`src/rtl/spi_fsm.sv`:
```
// spi_fsm: SPI slave transaction controller behind the SCLK/CS conditioners and shift register.
// Latency: addrWe 1 clk after the last command posedge, srWe 2 clk after it (3 with READ_WAIT), dmWe 1 clk after the last data posedge.
// Backpressure: none; SCLK edges are consumed as they arrive and CS high aborts any frame.
//
// Ports:
//   clk          system clock, all state changes on posedge
//   reset        asynchronous active-high reset
//   sclkPosEdge  one-clk pulse per SCLK rising edge
//   sclkNegEdge  one-clk pulse per SCLK falling edge
//   chipSelect   conditioned CS, active low (1 = bus idle)
//   rwBit        shift-register parallelDataOut[0], 1 = read, 0 = write
//   addrWe       address-latch write enable, one-clk pulse
//   srWe         shift-register parallelLoad, one-clk pulse
//   dmWe         data-memory write enable, one-clk pulse
//   misoBufe     MISO tri-state enable, high through the read data phase
//
// Build option: define SPI_FSM_READ_WAIT_EN to insert one idle clk between the
// address latch and the shift-register load, for a registered data memory.
module spi_fsm #(
  parameter int CMD_BITS  = 8,
  parameter int DATA_BITS = 8,
  parameter int CNT_W     = 4
) (
  input  logic clk,
  input  logic reset,
  input  logic sclkPosEdge,
  input  logic sclkNegEdge,
  input  logic chipSelect,
  input  logic rwBit,
  output logic addrWe,
  output logic srWe,
  output logic dmWe,
  output logic misoBufe
);

  typedef enum logic [3:0] {
    IDLE        = 4'd0,
    GET_CMD     = 4'd1,
    LATCH_ADDR  = 4'd2,
    READ_WAIT   = 4'd3,
    READ_LOAD   = 4'd4,
    READ_SEND   = 4'd5,
    WRITE_GET   = 4'd6,
    WRITE_STORE = 4'd7,
    DONE        = 4'd8
  } state_t;

  localparam logic [CNT_W-1:0] CMD_LAST  = CNT_W'(CMD_BITS - 1);
  localparam logic [CNT_W-1:0] DATA_LAST = CNT_W'(DATA_BITS - 1);

  state_t           state_q, state_d;
  logic [CNT_W-1:0] cnt_q, cnt_d;
  logic             addr_we_q, sr_we_q, dm_we_q, miso_bufe_q;

  always_comb begin
    state_d = state_q;
    cnt_d   = cnt_q;
    // CS release aborts the frame and wins over any edge seen in the same clk.
    if (chipSelect && (state_q != IDLE)) begin
      state_d = IDLE;
      cnt_d   = '0;
    end else begin
      case (state_q)
        IDLE: begin
          if (!chipSelect) begin
            state_d = GET_CMD;
            cnt_d   = '0;
          end
        end
        GET_CMD: begin
          if (sclkPosEdge) begin
            cnt_d = cnt_q + 1'b1;
            if (cnt_q == CMD_LAST) state_d = LATCH_ADDR;
          end
        end
        LATCH_ADDR: begin
          // rwBit is the last command bit, settled in the shift register by now.
          if (rwBit) begin
`ifdef SPI_FSM_READ_WAIT_EN
            state_d = READ_WAIT;
`else
            state_d = READ_LOAD;
`endif
          end else begin
            state_d = WRITE_GET;
            cnt_d   = '0;
          end
        end
        READ_WAIT: state_d = READ_LOAD;
        READ_LOAD: begin
          state_d = READ_SEND;
          cnt_d   = '0;
        end
        READ_SEND: begin
          // Read data is shifted out on SCLK falling edges; rising edges are ignored here.
          if (sclkNegEdge) begin
            cnt_d = cnt_q + 1'b1;
            if (cnt_q == DATA_LAST) state_d = DONE;
          end
        end
        WRITE_GET: begin
          if (sclkPosEdge) begin
            cnt_d = cnt_q + 1'b1;
            if (cnt_q == DATA_LAST) state_d = WRITE_STORE;
          end
        end
        WRITE_STORE: state_d = DONE;
        DONE:        state_d = DONE;
        default: begin
          state_d = IDLE;
          cnt_d   = '0;
        end
      endcase
    end
  end

  // Outputs are decoded from the next state so each strobe is high in exactly
  // the clk cycles the registered state occupies.
  always_ff @(posedge clk or posedge reset) begin
    if (reset) begin
      state_q     <= IDLE;
      cnt_q       <= '0;
      addr_we_q   <= 1'b0;
      sr_we_q     <= 1'b0;
      dm_we_q     <= 1'b0;
      miso_bufe_q <= 1'b0;
    end else begin
      state_q     <= state_d;
      cnt_q       <= cnt_d;
      addr_we_q   <= (state_d == LATCH_ADDR);
      sr_we_q     <= (state_d == READ_LOAD);
      dm_we_q     <= (state_d == WRITE_STORE);
      miso_bufe_q <= (state_d == READ_SEND);
    end
  end

  assign addrWe   = addr_we_q;
  assign srWe     = sr_we_q;
  assign dmWe     = dm_we_q;
  assign misoBufe = miso_bufe_q;

endmodule

```
`config.mk`:
```
export PLATFORM = sky130hd
export DESIGN_NAME = spi_fsm
export DESIGN_NICKNAME = d
export VERILOG_FILES = /design/src/rtl/spi_fsm.sv
export SDC_FILE = /design/constraint.sdc
export NUM_CORES = 1
export LEC_CHECK = 0
export ABC_AREA = 1
export ABC_CLOCK_PERIOD_IN_PS = 1500
export CORE_UTILIZATION = 53
export CTS_BUF_LIST = sky130_fd_sc_hd__clkbuf_8
export CTS_CLUSTER_DIAMETER = 150
export DETAILED_ROUTE_END_ITERATION = 7
export PLACE_DENSITY = 0.75
export SLEW_MARGIN = 20
export SYNTH_ARGS = -nofsm -noshare
export SYNTH_HDL_FRONTEND = slang
export SYNTH_SLANG_ARGS = --single-unit
```
`constraint.sdc`:
```
create_clock -name clk -period 1.5 [get_ports clk]
set_input_delay 0.3 -clock clk [delete_from_list [all_inputs] [get_ports clk]]
set_output_delay 0.3 -clock clk [all_outputs]
set_load 0.05 [all_outputs]
```
==> impl_metrics.ini <==
[status]
outcome = finished clean

[synth]
yosys.area.top_type_share_pct = 37.4
synthArstFlopShare_pct = 100
yosys_warnings = 0
netlist_area_um2 = 803
synth_edf_count = 0
synthDistinctLibCells = 20
yosysSeqAreaShare_pct = 37.4
syn_avg_cell_area_um2 = 7.17
synthTopCellsByArea = dfrtp_1 37%, nand2_1 16%, nor2_1 6.5%, nand3_1 6.2%, nor2_2 4.7%
synth_ff_type = dfrtp_1
syn_nets = 119
synthCells = 112
synth_seq_cells = 12
post-synth-top-area-cell = dfrtp_1

[timing]
skew_ns = 0.00301
max_slew.worst_pin.slew_ns = 0.437
setup_violations = 0
fin_crit_sh_pct = 92.3
fmax_mhz = 722
layout_setup_ws_ns = 0.116
fin_setup_tns_ns = 0
hold_viol = 0
fin_crit_ns = 1.38
relSlewSlack_pct = 70.8
drv_slew = 0

[cts]
path_clk_slew_ns = 0.05
clock_latency_ns = 0.24
clock_path_buffers = 2
cts_made_buffers = 3
clkSinkCount = 12
hold_buffers = 0
h-tree-depth = 1
cts_tree = yes
cts_root_buf = clkbuf_8

[worst_setup_path]
slowest_delay_ns = 0.48
cp_cell_sequence = inv_1 -> nor2_2 -> nand2_1 -> nand3_2 -> nand2_1 -> nor2_1 -> nand2_1 -> nand2_1
setup.worst_path.start_class = flip-flop
worst-endpoint-required_ns = 1.68
crit_top_cell = nand2_1
path_class = flip-flop to flip-flop
crit_fanout = 6
critPathSlowestCell = dfrtp_1
cp-end-kind = flip-flop
worstPathArrival_ns = 1.57

[floorplanning]
fp.dieArea_um2 = 1680
start_util_pct = 59.5
die_x_um = 40.9
die_h_um = 40.9
row_count = 13
io_pins = 10
fp.coreArea_um2 = 1350

[global_route]
antenna_found_initial = 0
grt_max_degree = 13
grt_overflow = 0
grt_pass1_wl_um = 2530
grt_pass1_vias = 606
grt_usage_pct = 24.1

[cells_and_area]
instances_no_fill = 143
drive_above_1_share_pct = 35.2
fin_nets = 136
antenna_cells = 0
fillers = 101
area_delta_synth_final_pct = 32.6
fin_util_pct = 78.9

[power]
leakage_nw = 0.564
swShare_pct = 37.4
pwr-share-seq_pct = 31.4
power.total_w = 0.00128
vdd_drop_max_v = 0.00104
share_comb_of_total_power_pct = 41.3
p_int_w = 0.000799
powerDensity_nw_per_um2 = 1200
clockPowerShare_pct = 27.3
switching_power_w = 0.000477

[routing]
drc = 0
firstDrtPassIters = 4
drtIter0Drc = 16
wl_per_cell_um = 12.0
vias_per_cell = 5.04
ant_nets = 0
vias = 721
wl_um = 1720

[placement]
gp_congestion = 0.739
dp_cells = 138
dp_slack_ns = -0.0369
port_buffers = 9
hpwl_um = 1330

[worst_hold_path]
worst_hold_path_type = input pin to async pin

[run]
maxCapViolCount = 0
state kept, by name (all words and copies together), names as in the netlist:
name and count:
cnt_q 4, dmWe 1, state_q 4, addrWe 1
misoBufe 1, srWe 1
cell families after synthesis:
logic type / after synthesis / share of synthesized area (%)
XOR/XNOR: 1 / 1.09
buffers and inverters: 17 / 8.57
flip-flops: 12 / 37.4
AND/OR/NAND/NOR: 77 / 47.8
AO/OA/AOI/OAI: 4 / 3.58
adder cells (fa/ha/maj): 1 / 1.56
metal layers:
layer	up-vias	wire, µm	track usage (%)
met2	22	778	34.4
met1	320	816	33.0
met5	-	0	0
met4	0	43	13.3
li1	373	-	-
met3	6	82	5.98
through the flow:
stage | instance area [µm²] | hold WS, ns
6_report | 1060 | 0.356
3_3_place_gp | 980 | 0.543
3_5_place_dp | 980 | 0.559
4_1_cts | 1030 | 0.368
2_1_floorplan | 803 | 0.165
5_1_grt | 1060 | 0.423
power groups by stage:
stage                     Sequential (W)  Combinational [W]  Clock [W]
after floorplan                 0.000398           0.000350          0
after global placement          0.000404           0.000471          0
after detailed placement        0.000405           0.000483          0
after CTS                       0.000400           0.000486   0.000358
after global routing            0.000404           0.000592   0.000374
final                           0.000400           0.000528   0.000348
Yosys cell counts, types with 2 or more instances:
master and number:
inv_1 9, nand3_1 10, nand2_2 5, dfrtp_1 12, nor2_1 14, nor2_4 2
inv_2 6, nor2_2 6, nand2_1 35, o21ai_2 2, nand3_2 2
worst paths after layout:
path | start | to | slack (ns) | cells past startpoint
min in group clk | cnt_q[2]$_DFFE_PP0P_ | cnt_q[2]$_DFFE_PP0P_ | 0.59 | 2
min reg2reg | cnt_q[2]$_DFFE_PP0P_ | cnt_q[2]$_DFFE_PP0P_ | 0.59 | 2
max | state_q[1]$_DFF_PP0_ | cnt_q[1]$_DFFE_PP0P_ | 0.12 | 8
max reg2reg | state_q[1]$_DFF_PP0_ | cnt_q[1]$_DFFE_PP0P_ | 0.12 | 8
min | reset | addrWe$_DFF_PP0_ | 0.36 | 2
max in group asynchronous | reset | state_q[0]$_DFF_PP0_ | 0.84 | 2
layout make-up:
| class | count | area [µm²] | share of cell area (%) |
|---|---|---|---|
| Multi-Input combinational cell | 83 | 457 | 42.9 |
| Sequential cell | 12 | 300 | 28.2 |
| Timing Repair Buffer | 12 | 165 | 15.5 |
| Inverter | 17 | 68.8 | 6.46 |
| Clock buffer | 4 | 55.1 | 5.17 |
| Tap cell | 15 | 18.8 | 1.76 |
worst max-delay path: cells and delay by family, from the launching register on:
family                 cells  cell delay [ns]
flip-flops                 1             0.48
AND/OR/NAND/NOR            7             0.74
buffers and inverters      1             0.08
repair_timing:
| item | CTS | global route |
|---|---|---|
| endpoints found under the setup margin | 0 | 6 |
| buffers inserted | 0 | 1 |
| resized for setup | 0 | 8 |
cell usage in the layout, fill, tap and decap left out, types with 4 or more instances in the layout:
| master | Yosys | layout |
|---|---|---|
| nand2_1 | 35 | 30 |
| dfrtp_1 | 12 | 12 |
| clkbuf_8 | 0 | 4 |
| clkdlybuf4s50_1 | 0 | 5 |
| nor2_2 | 6 | 6 |
| nand2_2 | 5 | 10 |
| inv_2 | 6 | 6 |
| nand3_1 | 10 | 10 |
| inv_1 | 9 | 9 |
| nor2_1 | 14 | 13 |
| buf_12 | 0 | 5 |
(Power assumes the default switching activity.)
